### src/rtl/dmem_arbiter_if.sv
// Bus bundle between the CPU/DMA requesters, the data-memory arbiter and the memory port.
interface dmem_arbiter_if #(
  parameter int unsigned ADDR_W = 64,
  parameter int unsigned DATA_W = 64
);
  logic              cpu_req;
  logic              cpu_rw;
  logic [ADDR_W-1:0] cpu_addr;
  logic [DATA_W-1:0] cpu_wdata;
  logic              cpu_gnt;
  logic [DATA_W-1:0] cpu_rdata;
  logic              cpu_valid;

  logic              dma_req;
  logic              dma_rw;
  logic [ADDR_W-1:0] dma_addr;
  logic [DATA_W-1:0] dma_wdata;
  logic              dma_lock;
  logic              dma_gnt;
  logic [DATA_W-1:0] dma_rdata;
  logic              dma_valid;

  logic              mem_en;
  logic              mem_rw;
  logic [ADDR_W-1:0] mem_addr;
  logic [DATA_W-1:0] mem_wdata;
  logic [DATA_W-1:0] mem_rdata;

  // Arbiter side: requests and memory read data in, grants and memory strobes out.
  modport slave (
    input  cpu_req, cpu_rw, cpu_addr, cpu_wdata,
    output cpu_gnt, cpu_rdata, cpu_valid,
    input  dma_req, dma_rw, dma_addr, dma_wdata, dma_lock,
    output dma_gnt, dma_rdata, dma_valid,
    output mem_en, mem_rw, mem_addr, mem_wdata,
    input  mem_rdata
  );

  // Requester/memory side, mirror of the arbiter view.
  modport master (
    output cpu_req, cpu_rw, cpu_addr, cpu_wdata,
    input  cpu_gnt, cpu_rdata, cpu_valid,
    output dma_req, dma_rw, dma_addr, dma_wdata, dma_lock,
    input  dma_gnt, dma_rdata, dma_valid,
    input  mem_en, mem_rw, mem_addr, mem_wdata,
    output mem_rdata
  );
endinterface

### src/rtl/dmem_arbiter.sv
// Two-master (CPU, DMA) arbiter for the single-port data memory: round-robin ties,
// locked DMA bursts, and a bounded CPU wait that forces the CPU a slot.
module dmem_arbiter #(
  parameter int unsigned ADDR_W   = 64,
  parameter int unsigned DATA_W   = 64,
  parameter int unsigned MAX_WAIT = 4
) (
  input logic           clk,
  input logic           rst,
  dmem_arbiter_if.slave bus
);
  localparam int unsigned WAIT_W = $clog2(MAX_WAIT + 1);

  typedef enum logic [1:0] {IDLE, ACC_CPU, ACC_DMA} state_e;

  state_e            state_q, state_d;
  logic              last_dma_q, last_dma_d;
  logic              lock_q, lock_d;
  logic [WAIT_W-1:0] wait_q, wait_d;
  logic              mem_en_q, mem_en_d;
  logic              mem_rw_q, mem_rw_d;
  logic [ADDR_W-1:0] mem_addr_q, mem_addr_d;
  logic [DATA_W-1:0] mem_wdata_q, mem_wdata_d;
  logic              cpu_gnt_q, cpu_gnt_d;
  logic              dma_gnt_q, dma_gnt_d;
  logic              cpu_valid_q, cpu_valid_d;
  logic              dma_valid_q, dma_valid_d;
  logic [DATA_W-1:0] cpu_rdata_q, cpu_rdata_d;
  logic [DATA_W-1:0] dma_rdata_q, dma_rdata_d;
  logic              cpu_win, dma_win;

  // Winner selection in IDLE; a locked DMA keeps the slot until the CPU has waited MAX_WAIT.
  always_comb begin
    cpu_win = 1'b0;
    dma_win = 1'b0;
    if (state_q == IDLE) begin
      if (bus.cpu_req && bus.dma_req) begin
        if (lock_q && (wait_q < WAIT_W'(MAX_WAIT))) dma_win = 1'b1;
        else if (last_dma_q)                         cpu_win = 1'b1;
        else                                         dma_win = 1'b1;
      end else begin
        cpu_win = bus.cpu_req;
        dma_win = bus.dma_req;
      end
    end
  end

  always_comb begin
    state_d     = state_q;
    last_dma_d  = last_dma_q;
    lock_d      = lock_q;
    wait_d      = wait_q;
    mem_en_d    = 1'b0;
    mem_rw_d    = mem_rw_q;
    mem_addr_d  = mem_addr_q;
    mem_wdata_d = mem_wdata_q;
    cpu_gnt_d   = 1'b0;
    dma_gnt_d   = 1'b0;
    cpu_valid_d = 1'b0;
    dma_valid_d = 1'b0;
    cpu_rdata_d = cpu_rdata_q;
    dma_rdata_d = dma_rdata_q;

    if (state_q == ACC_CPU) begin
      wait_d = '0;
    end else if (bus.cpu_req && !cpu_gnt_q && (wait_q < WAIT_W'(MAX_WAIT))) begin
      wait_d = wait_q + WAIT_W'(1);
    end

    case (state_q)
      IDLE: begin
        // Lock survives only a DMA win with dma_lock; any CPU slot or DMA idle drops it.
        lock_d = dma_win ? bus.dma_lock : 1'b0;
        if (cpu_win) begin
          state_d     = ACC_CPU;
          mem_en_d    = 1'b1;
          mem_rw_d    = bus.cpu_rw;
          mem_addr_d  = bus.cpu_addr;
          mem_wdata_d = bus.cpu_wdata;
          cpu_gnt_d   = 1'b1;
        end else if (dma_win) begin
          state_d     = ACC_DMA;
          mem_en_d    = 1'b1;
          mem_rw_d    = bus.dma_rw;
          mem_addr_d  = bus.dma_addr;
          mem_wdata_d = bus.dma_wdata;
          dma_gnt_d   = 1'b1;
        end
      end
      ACC_CPU: begin
        state_d    = IDLE;
        last_dma_d = 1'b0;
        if (!mem_rw_q) begin
          cpu_rdata_d = bus.mem_rdata;
          cpu_valid_d = 1'b1;
        end
      end
      ACC_DMA: begin
        state_d    = IDLE;
        last_dma_d = 1'b1;
        if (!mem_rw_q) begin
          dma_rdata_d = bus.mem_rdata;
          dma_valid_d = 1'b1;
        end
      end
      default: state_d = IDLE;
    endcase
  end

  // Async reset also kills an in-flight access: mem_en and gnt drop immediately.
  always_ff @(posedge clk or posedge rst) begin
    if (rst) begin
      state_q     <= IDLE;
      last_dma_q  <= 1'b1;
      lock_q      <= 1'b0;
      wait_q      <= '0;
      mem_en_q    <= 1'b0;
      mem_rw_q    <= 1'b0;
      mem_addr_q  <= '0;
      mem_wdata_q <= '0;
      cpu_gnt_q   <= 1'b0;
      dma_gnt_q   <= 1'b0;
      cpu_valid_q <= 1'b0;
      dma_valid_q <= 1'b0;
      cpu_rdata_q <= '0;
      dma_rdata_q <= '0;
    end else begin
      state_q     <= state_d;
      last_dma_q  <= last_dma_d;
      lock_q      <= lock_d;
      wait_q      <= wait_d;
      mem_en_q    <= mem_en_d;
      mem_rw_q    <= mem_rw_d;
      mem_addr_q  <= mem_addr_d;
      mem_wdata_q <= mem_wdata_d;
      cpu_gnt_q   <= cpu_gnt_d;
      dma_gnt_q   <= dma_gnt_d;
      cpu_valid_q <= cpu_valid_d;
      dma_valid_q <= dma_valid_d;
      cpu_rdata_q <= cpu_rdata_d;
      dma_rdata_q <= dma_rdata_d;
    end
  end

  assign bus.cpu_gnt   = cpu_gnt_q;
  assign bus.dma_gnt   = dma_gnt_q;
  assign bus.cpu_valid = cpu_valid_q;
  assign bus.dma_valid = dma_valid_q;
  assign bus.cpu_rdata = cpu_rdata_q;
  assign bus.dma_rdata = dma_rdata_q;
  assign bus.mem_en    = mem_en_q;
  assign bus.mem_rw    = mem_rw_q;
  assign bus.mem_addr  = mem_addr_q;
  assign bus.mem_wdata = mem_wdata_q;
endmodule
### src/flat_wrapper.sv
// flat-port wrapper written by rule: the top's interface ports become plain ports
module dmem_arbiter_flat 
#(
  parameter int unsigned ADDR_W   = 64,
  parameter int unsigned DATA_W   = 64,
  parameter int unsigned MAX_WAIT = 4
)
  (clk, rst, bus_cpu_req, bus_cpu_rw, bus_cpu_addr, bus_cpu_wdata, bus_cpu_gnt, bus_cpu_rdata, bus_cpu_valid, bus_dma_req, bus_dma_rw, bus_dma_addr, bus_dma_wdata, bus_dma_lock, bus_dma_gnt, bus_dma_rdata, bus_dma_valid, bus_mem_en, bus_mem_rw, bus_mem_addr, bus_mem_wdata, bus_mem_rdata);
  dmem_arbiter_if #(.ADDR_W(ADDR_W), .DATA_W(DATA_W)) bus_i ();
  input logic clk;
  input logic rst;
  input wire logic [$bits(bus_i.cpu_req)-1:0] bus_cpu_req;
  input wire logic [$bits(bus_i.cpu_rw)-1:0] bus_cpu_rw;
  input wire logic [$bits(bus_i.cpu_addr)-1:0] bus_cpu_addr;
  input wire logic [$bits(bus_i.cpu_wdata)-1:0] bus_cpu_wdata;
  output wire logic [$bits(bus_i.cpu_gnt)-1:0] bus_cpu_gnt;
  output wire logic [$bits(bus_i.cpu_rdata)-1:0] bus_cpu_rdata;
  output wire logic [$bits(bus_i.cpu_valid)-1:0] bus_cpu_valid;
  input wire logic [$bits(bus_i.dma_req)-1:0] bus_dma_req;
  input wire logic [$bits(bus_i.dma_rw)-1:0] bus_dma_rw;
  input wire logic [$bits(bus_i.dma_addr)-1:0] bus_dma_addr;
  input wire logic [$bits(bus_i.dma_wdata)-1:0] bus_dma_wdata;
  input wire logic [$bits(bus_i.dma_lock)-1:0] bus_dma_lock;
  output wire logic [$bits(bus_i.dma_gnt)-1:0] bus_dma_gnt;
  output wire logic [$bits(bus_i.dma_rdata)-1:0] bus_dma_rdata;
  output wire logic [$bits(bus_i.dma_valid)-1:0] bus_dma_valid;
  output wire logic [$bits(bus_i.mem_en)-1:0] bus_mem_en;
  output wire logic [$bits(bus_i.mem_rw)-1:0] bus_mem_rw;
  output wire logic [$bits(bus_i.mem_addr)-1:0] bus_mem_addr;
  output wire logic [$bits(bus_i.mem_wdata)-1:0] bus_mem_wdata;
  input wire logic [$bits(bus_i.mem_rdata)-1:0] bus_mem_rdata;
  assign bus_i.cpu_req = bus_cpu_req;
  assign bus_i.cpu_rw = bus_cpu_rw;
  assign bus_i.cpu_addr = bus_cpu_addr;
  assign bus_i.cpu_wdata = bus_cpu_wdata;
  assign bus_cpu_gnt = bus_i.cpu_gnt;
  assign bus_cpu_rdata = bus_i.cpu_rdata;
  assign bus_cpu_valid = bus_i.cpu_valid;
  assign bus_i.dma_req = bus_dma_req;
  assign bus_i.dma_rw = bus_dma_rw;
  assign bus_i.dma_addr = bus_dma_addr;
  assign bus_i.dma_wdata = bus_dma_wdata;
  assign bus_i.dma_lock = bus_dma_lock;
  assign bus_dma_gnt = bus_i.dma_gnt;
  assign bus_dma_rdata = bus_i.dma_rdata;
  assign bus_dma_valid = bus_i.dma_valid;
  assign bus_mem_en = bus_i.mem_en;
  assign bus_mem_rw = bus_i.mem_rw;
  assign bus_mem_addr = bus_i.mem_addr;
  assign bus_mem_wdata = bus_i.mem_wdata;
  assign bus_i.mem_rdata = bus_mem_rdata;
  dmem_arbiter #(.ADDR_W(ADDR_W), .DATA_W(DATA_W), .MAX_WAIT(MAX_WAIT)) u_core (.clk(clk), .rst(rst), .bus(bus_i));
endmodule
### config.mk
export PLATFORM = sky130hd
export DESIGN_NAME = dmem_arbiter_flat
export DESIGN_NICKNAME = d
export VERILOG_FILES = /design/src/rtl/dmem_arbiter_if.sv /design/src/rtl/dmem_arbiter.sv /design/src/flat_wrapper.sv
export SDC_FILE = /design/constraint.sdc
export NUM_CORES = 1
export LEC_CHECK = 0
export ABC_AREA = 1
export ABC_CLOCK_PERIOD_IN_PS = 9800
export BUFFER_PORTS_ARGS = -buffer_cell sky130_fd_sc_hd__buf_2
export CORE_AREA = 5 5 227 229
export CTS_BUF_LIST = sky130_fd_sc_hd__clkbuf_8
export CTS_CLUSTER_DIAMETER = 50
export DETAILED_ROUTE_END_ITERATION = 6
export DIE_AREA = 0 0 232 234
export PLACE_DENSITY = 0.6
export SLEW_MARGIN = 20
export SYNTH_ARGS = -nofsm -noshare
export SYNTH_HDL_FRONTEND = slang
export SYNTH_SLANG_ARGS = --single-unit
export TNS_END_PERCENT = 100
### constraint.sdc
create_clock -name clk -period 9.8 [get_ports clk]
set_clock_uncertainty 0.15 [all_clocks]
set_input_delay 0.49 -clock clk [delete_from_list [all_inputs] [get_ports clk]]
set_output_delay 0.49 -clock clk [all_outputs]
set_load 0.02 [all_outputs]
==> Word-level counts from Yosys, hierarchy flattened <==
Cells that the tools add are included.
{ "classes": {"add_sub_neg": 1, "multipliers": 0, "div": 0, "magnitude_cmp": 1, "eq_ne": 3, "shifts": 0, "mux": 31, "bitwise": 1, "reduce_logical": 12} }
{ "op_table": {"columns": ["cell", "count"], "rows": [
  ["64-bit two-way mux", 4],
  ["1-bit two-way mux", 21],
  ["2-bit two-way mux", 3],
  ["3-bit two-way mux", 2],
  ["2-bit AND reduction", 3],
  ["2-bit nonzero test", 3],
  ["1-bit logical AND", 4],
  ["3-bit by 1-bit adder with 3-bit output (second input constant)", 1],
  ["3-bit less-than comparator (second input constant)", 1],
  ["3-bit by 1-bit != test with 1-bit output (second input constant)", 1],
  ["2-bit by 1-bit equality test with 1-bit output (second input constant)", 1],
  ["2-bit equality test (second input constant)", 1],
  ["2-bit zero test", 1],
  ["1-bit one-hot mux with 2 select lines", 1],
  ["1-bit zero test", 1],
  ["1-bit inverter", 1]
]} }
{ "totals": {"reg_bits": 269, "latch_bits": 0, "ramBits": 0, "mem_bits_ro": 0, "in_bits": 327, "output_inout_bits": 262, "elab_cells": 63, "n_memories": 0} }

==> Longest topological paths before layout <==
Gate-level depths: netlist of the first run.
{ "depth": {"depth_word": 8, "ltp_mapped": 11, "mapped_depth_nobuf": 8} }

==> Worst setup path after synthesis of the first run <==
Ideal clock, no wire load.
{ "synth_timing": {"path_type": "reg2reg", "from": "register u_core.state_q[0]", "to": "register u_core.mem_addr_q[0], in the netlist u_core.bus.mem_addr[0]", "setup_ns": 0.117, "arrival_ns": 1.454, "required_time_ns": 9.533, "slack_ns": 8.079, "stages_incl_launch_ff": 9, "period_less_slack_ns": 1.721, "cell_sequence": "dfrtp_1 -> inv_1 -> ha_1 -> buf_4 -> clkbuf_1 -> clkbuf_1 -> nand3b_1 -> nand2_1 -> nand2_1"} }
{ "synth_between": {"elab_chain_len": 4} }
{ "synth_rtl": {"columns": ["element", "line_no", "rtl"], "rows": [
  ["start: declaration", "dmem_arbiter.sv:16", "state_e state_q, state_d;"],
  ["start signal: assignment", "dmem_arbiter.sv:128", "state_q <= state_d;"],
  ["2-bit zero test *", "dmem_arbiter.sv:36, dmem_arbiter.sv:70", null],
  ["1-bit two-way mux", "dmem_arbiter.sv:36", "if (state_q == IDLE) begin"],
  ["2-bit nonzero test (no line)", null, null],
  ["2-bit AND reduction (no line)", null, null],
  ["end signal: assignment", "dmem_arbiter.sv:134", "mem_addr_q <= mem_addr_d;"],
  ["end: declaration", "dmem_arbiter.sv:22", "logic [ADDR_W-1:0] mem_addr_q, mem_addr_d;"]
]} }
Every way passes the cells marked *; elsewhere a longest branch is shown, timed or not.
A chain may end at the register's enable or synchronous reset.

==> Worst setup path after layout of the first run <==
{ "layout_timing": {"from": "register u_core.state_q[0]", "to": "register u_core.mem_wdata_q[24], in the netlist u_core.bus.mem_wdata[24]"} }
{ "layout_between": {"elab_chain_len": 4} }
{ "layout_rtl": {"columns": ["element", "line_no", "rtl"], "rows": [
  ["2-bit zero test *", "dmem_arbiter.sv:36, dmem_arbiter.sv:70", null],
  ["1-bit two-way mux", "dmem_arbiter.sv:36", null],
  ["2-bit nonzero test (no line)", null, null],
  ["2-bit AND reduction (no line)", null, null],
  ["end signal: assignment", "dmem_arbiter.sv:135", "mem_wdata_q <= mem_wdata_d;"],
  ["end: declaration", "dmem_arbiter.sv:23", "logic [DATA_W-1:0] mem_wdata_q, mem_wdata_d;"]
]} }
Marks and branches as above.

==> flow_summary_export.csv, run 1 <==
group,metric,value,unit
critical_path,cp_max_fo,83,
routing,drc_errors,0,
clock_network,clockBufferDepth,3,
power,pwr-share-seq,34.0,%
synthesis,ys_warn_count,0,
clock_network,ctsResizeCount,0,
critical_path,startpoint,"u_core.state_q[0]$_DFFE_PP0P_",
power,power,5.80,mW
die,die-area,0.0543,mm²
clock_network,clock-root-buffer,"clkbuf_8",
die,rows,82,
global_route,grt_max_degree,132,
routing,vias,12600,
clock_network,clk_pin_slew,0.06,ns
synthesis,synth_ff_type,"dfrtp_1",
finish,seq_area,0.00673,mm²
power,power_density,311,mW/mm²
timing,hold_violations,0,
status,status,"finished clean",
finish,multi_input_area,0.00442,mm²
finish,area_delta_synth_final,50.4,%
clock_network,numCtsBuffers,50,
routing,wl_per_cell,15.2,µm
global_route,grt_pass1_wl,68900,µm
place,io_buffer_count,588,
worst_hold_path,min_to,"u_core.bus.mem_addr[56]$_DFFE_PP0P_",
clock_network,insertion_delay,0.61,ns
synthesis,synthTopCellsByArea,"dfrtp_1 54%, nand2_1 16%, o21ai_0 9.3%, nand3b_1 7.9%, inv_1 6.3%",
critical_path,critical_path.startpoint_type,"register",
routing,drt_wl_total,44900,µm
synthesis,syn-num-nets,1840,
synthesis,yosysMostFrequentCell,"nand2_1",
global_route,antenna_found_initial,4,
finish,final_util,37.7,%
timing,fin_crit_sh,33.8,%
global_route,grt-ovfl-total,0,
synthesis,synth.distinct_cells,20,
power,clkPwrFrac,19.5,%
power,switchingPower,2.66,mW
critical_path,required,10.18,ns
synthesis,netlist_instances,1509,
critical_path,end_kind,"register",
flow_run,drv_cap,0,
power,p_leak,10.3,nW
power,p_int,3.14,mW
place,hpwl,31300,µm
clock_network,clock-sinks,269,
synthesis,synth_edf_count,0,
routing,drt-pass1-iter-count,5,
clock_network,tritoncts,"yes",
place,gp_congestion,0.854,
synthesis,ys_ff_latch,269,
critical_path,r2r_start,"u_core.state_q[0]$_DFFE_PP0P_",
timing,rsz0062_at_grt,"no",
die,ios,589,
die,floorplan.initialDensity,25.1,%
critical_path,rrSetupSlack,6.49,ns
synthesis,synth_largest_area_cell,"dfrtp_1",
timing,worst_pin_slew,1.12,ns
finish,fin_area,0.0187,mm²
critical_path,crit_type,"reg2reg",
critical_path,timing.rr.end,"u_core.bus.mem_wdata[24]$_DFFE_PP0P_",
synthesis,synth_top_cells_by_count,"522 x nand2_1, 268 x dfrtp_1, 230 x o21ai_0",
power,power_frac_comb,46.5,%
synthesis,postSynthAreaPerCell,8.23,µm²
critical_path,cp.arrival,3.70,ns
timing,finalSetupTns,0,ns
timing,fmax,302,MHz
timing,final_max_slew_viol_count,0,
die,fp.coreArea,0.0495,mm²
worst_hold_path,hold_depth,4,
routing,vias_per_cell,4.28,
synthesis,async_flop_share,100,%
die,chipHeight,234,µm
synthesis,seq_area_frac_synth,54.2,%
place,dpl_cell_area,0.0158,mm²
die,die_w,232,µm
synthesis,synth_top_area_share,54.0,%
power,peakVddDrop,0.140,mV
timing,finalSetupViolations,0,
finish,nNetsFinal,2566,
clock_network,cts.htree.levels,2,
finish,drive_above_1_share,30.3,%
critical_path,worst_r2r_path_depth,8,
synthesis,netlist_area,0.0124,mm²
routing,ant_nets,0,
timing,fin_crit,3.31,ns
worst_hold_path,worstHoldStart,"bus_cpu_addr[56]",
finish,n_fill_cell,5067,
global_route,grt_pass1_vias,12900,
worst_hold_path,min_path_type,"in2reg",
global_route,grt_util_all_layers,15.6,%
routing,drt-initial-drc-count,712,
power,switching_share,45.8,%
timing,slew_headroom,25.3,%
## final cells by class
cell class	count	share of cell area, %
clock buffer	70	5.16
sequential	269	36.1
timing repair buffer	773	25.6
inverter	209	4.26
clock inverter	23	0.677
tap	672	4.51
antenna	2	0.0268
multi-input combinational	932	23.7
## power by group through the flow
stage	clock network [mW]	logic, mW	registers [mW]
floorplan	0	1.02	2.61
global placement	0	2.60	1.98
detailed placement	0	2.66	1.97
CTS	1.18	2.72	1.97
global route	1.24	2.96	2.04
finish	1.13	2.70	1.97
## how the worst max path moves through the flow
stage                                           end  slack [ns]  depth (start not counted)
4_1_cts        u_core.bus.mem_wdata[24]$_DFFE_PP0P_        6.49                          8
6_report       u_core.bus.mem_wdata[24]$_DFFE_PP0P_        6.49                          8
5_1_grt        u_core.bus.mem_wdata[28]$_DFFE_PP0P_        6.21                          8
3_5_place_dp   u_core.bus.mem_wdata[24]$_DFFE_PP0P_        6.56                          8
3_3_place_gp   u_core.bus.mem_wdata[27]$_DFFE_PP0P_        6.65                          8
2_1_floorplan          u_core.bus.cpu_gnt$_DFF_PP0_        1.75                          1
## logic make-up (layout without fill, tap and decap cells)
kind of cell    after synthesis  count (layout)  synth area share (%)
simple gates                662             662                  24.1
buf+inv                     308            1075                  10.5
flops                       269             269                  54.2
compound gates              266             266                  10.8
fa+ha+maj                     4               4                 0.403
other cells                   0               2                     0
## cell usage in the layout, fill, tap and decap left out
master,instances
dlygate4sd3_1,176
nand2_8,1
clkinv_8,1
nand2_2,1
inv_8,2
buf_4,6
o21ai_1,31
ha_4,1
dfstp_2,1
a21oi_1,4
nor2_1,3
nor2_2,1
clkinv_2,8
ha_1,3
inv_1,218
o21ai_4,1
buf_6,3
nand2_1,522
nand3_1,2
dfrtp_1,268
nand3b_1,130
o21ai_0,230
nand2_4,2
buf_2,588
clkbuf_8,70
clkinvlp_4,2
clkinv_4,1
diode_2,2
## flip-flops by register name, summed over array words and instances, names as in the netlist
name and count:
u_core.bus.cpu_gnt 1, u_core.bus.cpu_rdata 64, u_core.bus.cpu_valid 1, u_core.bus.dma_gnt 1, u_core.bus.dma_rdata 64, u_core.bus.dma_valid 1, u_core.bus.mem_addr 64, u_core.bus.mem_en 1
u_core.bus.mem_rw 1, u_core.bus.mem_wdata 64, u_core.last_dma_q 1, u_core.lock_q 1, u_core.state_q 2, u_core.wait_q 3
## routing by layer
metal | routed length, µm | global-route usage, %
met1 | 17300 | 18.8
met2 | 22400 | 26.7
met3 | 3340 | 3.52
met4 | 1840 | 6.76
met5 | 0 | 0
## worst max-delay path, cell delays in order (launching register included)
cell      delay, ns
dfrtp_1        0.39
inv_1          0.14
ha_4           0.54
nand3b_1       0.26
o21ai_4        0.19
buf_4          0.45
buf_4          0.74
nand2_1        0.13
nand2_1        0.10
## per-stage QoR
step                hold slack, ns  setup WS, ns  cells
CTS                      0.0000776          6.49   2948
finish                      0.0634          6.49   2950
floorplan                    0.289          1.75   1509
detailed placement           0.310          6.56   2679
global placement             0.302          6.65   2679
global route               0.00659          6.21   2950
## timing repair
item | 4_1_cts | 5_1_grt
setup buffers | 0 | 0
hold endpoints to repair | 353 | 0
hold buffers | 176 | 0
No activity file was read; power rests on OpenSTA's default activity.
==> run 2, diff against run 1 <==
ABC_AREA = 0   (was 1)
ABC_CLOCK_PERIOD_IN_PS = 2700   (was 9800)
CORE_AREA = 5 5 229 231   (was 5 5 227 229)
DIE_AREA = 0 0 234 236   (was 0 0 232 234)
clock period = 2.7 ns   (was 9.8 ns; I/O delays follow)
==> run 2 against run 1 <==
  * Non-clock buffer count up 181
  * Register-to-register slack worse by 6.4 ns
  * Utilization up 2.6 points
  * Clock power rose to 3.7 times the previous value
  * Final area up 7.9%
  * Flip-flop and latch count unchanged
  * Via count down 0.74%
  * Area after synthesis down 3.9%
  * Combinational power rose to 3.9 times the previous value
  * Global-route usage up 1.3 points
  * Synthesized cell count down 31%
  * Setup slack worse by 6.4 ns
==> flow_summary_export.csv, run 2 <==
group,metric,value,unit
clock_network,postCtsSetupBuffers,0,
power,peakVddDrop,0.491,mV
synthesis,synthTopCellsByArea,"dfrtp_1 56%, mux2_2 12%, o311ai_0 8.7%, o211ai_1 8.1%, inv_1 4.3%",
critical_path,timing.rr.end,"u_core.bus.mem_addr[9]$_DFFE_PP0P_",
synthesis,ys_ff_latch,269,
routing,wl_per_cell,18.4,µm
timing,worst_pin_slew,1.05,ns
timing,fmax,389,MHz
timing,hold_violations,0,
finish,n_fill_cell,4641,
synthesis,synth_top_cells_by_count,"268 x dfrtp_1, 137 x inv_1, 131 x nand2_1",
clock_network,clock-root-buffer,"clkbuf_8",
global_route,grt_pass1_wl,74900,µm
global_route,grt_pass1_vias,13500,
synthesis,netlist_instances,1047,
routing,vias_per_cell,4.69,
power,p_leak,9.69,nW
synthesis,synth_largest_area_cell,"dfrtp_1",
place,io_buffer_count,588,
place,hpwl,32300,µm
synthesis,synth_edf_count,0,
critical_path,end_kind,"register",
synthesis,async_flop_share,100,%
timing,fin_crit,2.57,ns
worst_hold_path,hold_depth,3,
status,status,"finished clean",
power,power_density,1090,mW/mm²
finish,seq_area,0.00673,mm²
timing,slew_headroom,29.1,%
finish,layout_common_cells,"588 x buf_2, 329 x dlygate4sd3_1, 268 x dfrtp_1",
global_route,grt-ovfl-total,0,
clock_network,numCtsBuffers,50,
finish,multi_input_area,0.00428,mm²
timing,fin_crit_sh,95.3,%
die,floorplan.initialDensity,23.9,%
finish,drive_above_1_share,42.4,%
timing,finalSetupViolations,0,
die,die_w,234,µm
finish,layout.cells.most_common,"buf_2",
synthesis,synth.distinct_cells,27,
critical_path,cp_max_fo,94,
routing,drc_errors,0,
clock_network,tritoncts,"yes",
worst_hold_path,worstHoldStart,"bus_mem_rdata[55]",
place,place_inst,2245,
die,rows,82,
die,ios,589,
die,die-area,0.0552,mm²
global_route,grt_max_degree,130,
synthesis,postSynthAreaPerCell,11.4,µm²
timing,rsz0062_at_grt,"yes",
synthesis,synth_ff_type,"dfrtp_1",
critical_path,r2r_start,"u_core.state_q[0]$_DFFE_PP0P_",
finish,final_util,40.4,%
critical_path,required,3.01,ns
clock_network,insertion_delay,0.59,ns
global_route,antenna_found_initial,6,
synthesis,syn-num-nets,1378,
critical_path,crit_type,"reg2reg",
synthesis,yosysMostFrequentCell,"dfrtp_1",
global_route,grt_util_all_layers,16.9,%
routing,drt-pass1-iter-count,5,
finish,area_delta_synth_final,68.7,%
synthesis,ys_warn_count,0,
routing,drt-initial-drc-count,561,
finish,nNetsFinal,2285,
clock_network,clk_pin_slew,0.06,ns
worst_hold_path,min_to,"u_core.bus.dma_rdata[55]$_DFFE_PP0P_",
clock_network,clockBufferDepth,3,
synthesis,netlist_area,0.0119,mm²
clock_network,cts.htree.levels,2,
critical_path,worst_r2r_path_depth,7,
worst_hold_path,min_path_type,"in2reg",
routing,ant_nets,0,
flow_run,drv_cap,0,
routing,vias,12500,
synthesis,synth_top_area_share,56.2,%
timing,final_max_slew_viol_count,0,
routing,drt_wl_total,49100,µm
critical_path,rrSetupSlack,0.13,ns
finish,instances_no_fill,2671,
synthesis,seq_area_frac_synth,56.4,%
die,chipHeight,236,µm
critical_path,critical_path.startpoint_type,"register",
die,fp.coreArea,0.0499,mm²
critical_path,cp.arrival,2.88,ns
clock_network,clock-sinks,269,
place,gp_congestion,0.826,
[run 2: layout make-up]
class                      instances  area share, %
tap                              672           4.18
inverter                         137           2.59
timing repair buffer             954           33.2
clock buffer                      61           4.17
sequential                       269           33.4
antenna                            6         0.0746
clock inverter                    30           1.14
multi-input combinational        542           21.2
[run 2: what timing repair did]
action,CTS,global route
hold buffers,329,0
hold endpoints to repair,375,0
setup endpoints to repair,0,17
resized for setup,0,13
[run 2: per-stage QoR]
step	setup slack, ns	area [µm²]	TNS, ns	hold slack (ns)	total power [mW]
2_1_floorplan	-1.14	11900	-305.08	0.118	13.3
3_3_place_gp	0.296	15700	0	0.131	17.1
3_5_place_dp	0.339	15700	0	0.128	17.4
4_1_cts	0.0462	20100	0	0.104	22.1
5_1_grt	-0.00162	20100	-0.00162	0.124	23.3
6_report	0.127	20100	0	0.179	22.0
[run 2: cell families after synthesis]
kind of cell    count (synthesis)  synth area share [%]
simple gates                  144                  4.74
buf+inv                       236                  8.19
mux                           130                  12.3
compound gates                263                  17.9
fa+ha+maj                       4                 0.420
flops                         269                  56.4
xor+xnor                        1                0.0734
[run 2: critical path, cell delays in order (launching register included)]
cell and delay, ns:
dfrtp_1 0.39, inv_1 0.10, ha_2 0.28, nand2_4 0.13, buf_12 0.20, o311ai_0 0.39, o211ai_1 0.14, dlygate4sd3_1 0.57
[run 2: metal layers]
layer  vias to the layer above  wire length (µm)  GRT usage, %
met5                         -                13             0
met1                      5979             18200          18.8
met2                       732             23900          28.8
met4                         2              2840          9.02
li1                       5623                 -             -
met3                       202              4170          4.93
[run 2: how the worst max path moves through the flow]
stage | startpoint | end | cells after the start
6_report | u_core.state_q[0]$_DFFE_PP0P_ | u_core.bus.mem_addr[9]$_DFFE_PP0P_ | 7
3_5_place_dp | u_core.wait_q[2]$_DFFE_PP0P_ | u_core.bus.mem_addr[38]$_DFFE_PP0P_ | 5
5_1_grt | u_core.state_q[0]$_DFFE_PP0P_ | u_core.bus.mem_addr[11]$_DFFE_PP0P_ | 7
2_1_floorplan | rst | u_core.bus.cpu_gnt$_DFF_PP0_ | 1
3_3_place_gp | u_core.wait_q[2]$_DFFE_PP0P_ | u_core.bus.mem_addr[38]$_DFFE_PP0P_ | 5
4_1_cts | u_core.state_q[0]$_DFFE_PP0P_ | u_core.bus.mem_wdata[17]$_DFFE_PP0P_ | 7
[run 2: power breakdown]
part	switching (mW)	internal (mW)
clock network	1.78	2.35
logic	6.42	4.20
registers	1.17	6.10
total	9.37	12.6
==> run 3, diff against run 2 <==
ABC_CLOCK_PERIOD_IN_PS = 2600   (was 2700)
PLACE_DENSITY = 0.58   (was 0.6)
clock period = 2.6 ns   (was 2.7 ns; I/O delays follow)
==> run 3 against run 2 <==
  * Global-route usage fell by 0.42 points
  * Critical path depth fell by 3
  * Flip-flop and latch count did not move
  * Final area fell by 1.3%
  * Sequential share of layout area rose by 0.43 points
  * Critical path type unchanged
  * Clock power fell by 4%
  * Maximum frequency rose by 8.5%
  * Cell count fell by 0.97%
==> flow_summary_export.csv, run 3 (synthesis gave the netlist of run 2 again) <==
group,metric,value,unit
status,status,"finished clean",
timing,fin_crit_sh,91.2,%
finish,area_delta_synth_final,66.6,%
worst_hold_path,min_path_type,"in2reg",
timing,fin_ws,0.229,ns
routing,drt-pass1-iter-count,5,
critical_path,timing.rr.end,"u_core.bus.mem_wdata[28]$_DFFE_PP0P_",
finish,multi_input_area,0.00427,mm²
die,chipHeight,236,µm
critical_path,rrSetupSlack,0.23,ns
finish,drive_above_1_share,41.4,%
clock_network,clock-root-buffer,"clkbuf_8",
global_route,grt_max_degree,112,
finish,layout.cells.most_common,"buf_2",
routing,ant_nets,0,
timing,slew_headroom,49.5,%
global_route,antenna_found_initial,5,
clock_network,clock-sinks,269,
critical_path,startpoint,"u_core.last_dma_q$_DFFE_PP1P_",
routing,drt-initial-drc-count,656,
critical_path,r2r_start,"u_core.last_dma_q$_DFFE_PP1P_",
routing,drc_errors,0,
timing,final_max_slew_viol_count,0,
power,power_density,1120,mW/mm²
die,die-area,0.0552,mm²
timing,hold_violations,0,
die,fp.coreArea,0.0499,mm²
power,peakVddDrop,0.568,mV
clock_network,tritoncts,"yes",
flow_run,drv_cap,0,
critical_path,crit_end,"u_core.bus.mem_wdata[28]$_DFFE_PP0P_",
clock_network,clk_pin_slew,0.06,ns
global_route,grt_pass1_vias,13100,
clock_network,clockBufferDepth,3,
finish,seq_area,0.00673,mm²
routing,drt_wl_total,48200,µm
place,place_worst_setup_slack,0.290,ns
critical_path,required,2.95,ns
routing,vias_per_cell,4.65,
finish,layout_common_cells,"588 x buf_2, 329 x dlygate4sd3_1, 268 x dfrtp_1",
timing,fin_crit,2.37,ns
global_route,grt-ovfl-total,0,
die,die_w,234,µm
die,rows,82,
place,dpl_cell_area,0.0156,mm²
finish,fin_area,0.0199,mm²
critical_path,crit_type,"reg2reg",
place,hpwl,31100,µm
routing,wl_per_cell,18.2,µm
timing,fmax,422,MHz
power,power,22.2,mW
finish,nNetsFinal,2268,
clock_network,cts.htree.levels,2,
power,p_leak,9.54,nW
die,ios,589,
global_route,grt_util_all_layers,16.4,%
timing,rsz0062_at_grt,"no",
place,io_buffer_count,588,
clock_network,insertion_delay,0.59,ns
finish,n_fill_cell,4669,
timing,worst_pin_slew,0.757,ns
critical_path,worst_r2r_path_depth,4,
critical_path,cp.arrival,2.73,ns
critical_path,cp_max_fo,72,
place,gp_congestion,0.827,
critical_path,critical_path.startpoint_type,"register",
global_route,grt_pass1_wl,73200,µm
routing,vias,12300,
die,floorplan.initialDensity,23.9,%
critical_path,end_kind,"register",
timing,finalSetupViolations,0,
clock_network,numCtsBuffers,48,
[run 3: cell count changes in the layout (fill, tap and decap cells not counted), sizes merged]
cell / delta
bufinv: -1
clkinvlp: -1
inv: +3
buf: -15
diode: +1
clkbuf: -3
clkinv: -10
[run 3: critical path: stages (launching register included)]
cell and delay [ns]:
dfstp_2 0.38, nor2b_4 0.52, buf_4 0.65, o311ai_0 0.33, o211ai_1 0.17
[run 3: area by class of cell]
class,instances,share of cell area [%]
Inverter,137,2.62
Sequential cell,269,33.9
Multi-Input combinational cell,542,21.5
Clock inverter,21,0.743
Antenna cell,7,0.0881
Timing Repair Buffer,939,33.0
Tap cell,672,4.23
Clock buffer,58,4.02
[run 3: worst min-delay path by stage]
stage | from | to | slack, ns | depth (start not counted)
finish | bus_mem_rdata[21] | u_core.bus.cpu_rdata[21]$_DFFE_PP0P_ | 0.17 | 3
floorplan | bus_dma_lock | u_core.lock_q$_DFFE_PP0P_ | 0.11 | 1
global route | bus_mem_rdata[21] | u_core.bus.dma_rdata[21]$_DFFE_PP0P_ | 0.11 | 3
CTS | bus_mem_rdata[34] | u_core.bus.cpu_rdata[34]$_DFFE_PP0P_ | 0.09 | 3
detailed placement | rst | u_core.bus.mem_addr[47]$_DFFE_PP0P_ | 0.10 | 3
global placement | rst | u_core.bus.mem_addr[47]$_DFFE_PP0P_ | 0.1 | 3
[run 3: per-layer routing]
metal,vias up,GRT usage (%),routed length [µm]
met2,731,28.0,23600
met4,2,7.67,2140
met5,-,0,13
li1,5575,-,-
met3,146,4.64,4440
met1,5851,19.1,18000
[run 3: where the power goes]
| part | total [mW] | internal (mW) | switching, mW | leakage (nW) |
|---|---|---|---|---|
| clock network | 3.96 | 2.20 | 1.76 | 0.547 |
| registers | 7.53 | 6.34 | 1.19 | 3.21 |
| logic | 10.7 | 4.13 | 6.61 | 5.79 |
| total | 22.2 | 12.7 | 9.57 | 9.54 |
[run 3: repair_timing]
| action | in CTS | in global routing |
|---|---|---|
| hold endpoints to repair | 534 | 0 |
| buffers inserted | 0 | 0 |
| resized for setup | 0 | 0 |
| hold buffers | 329 | 0 |
[run 3: per-stage QoR]
stage / TNS [ns] / instances / hold slack (ns) / utilization, %
finish: 0 / 2645 / 0.175 / 39.9
global route: 0 / 2642 / 0.110 / 39.8
CTS: 0 / 2638 / 0.0864 / 39.8
detailed placement: 0 / 2230 / 0.101 / 31.3
global placement: 0 / 2230 / 0.0996 / 31.3
floorplan: -330.64 / 1047 / 0.113 / -
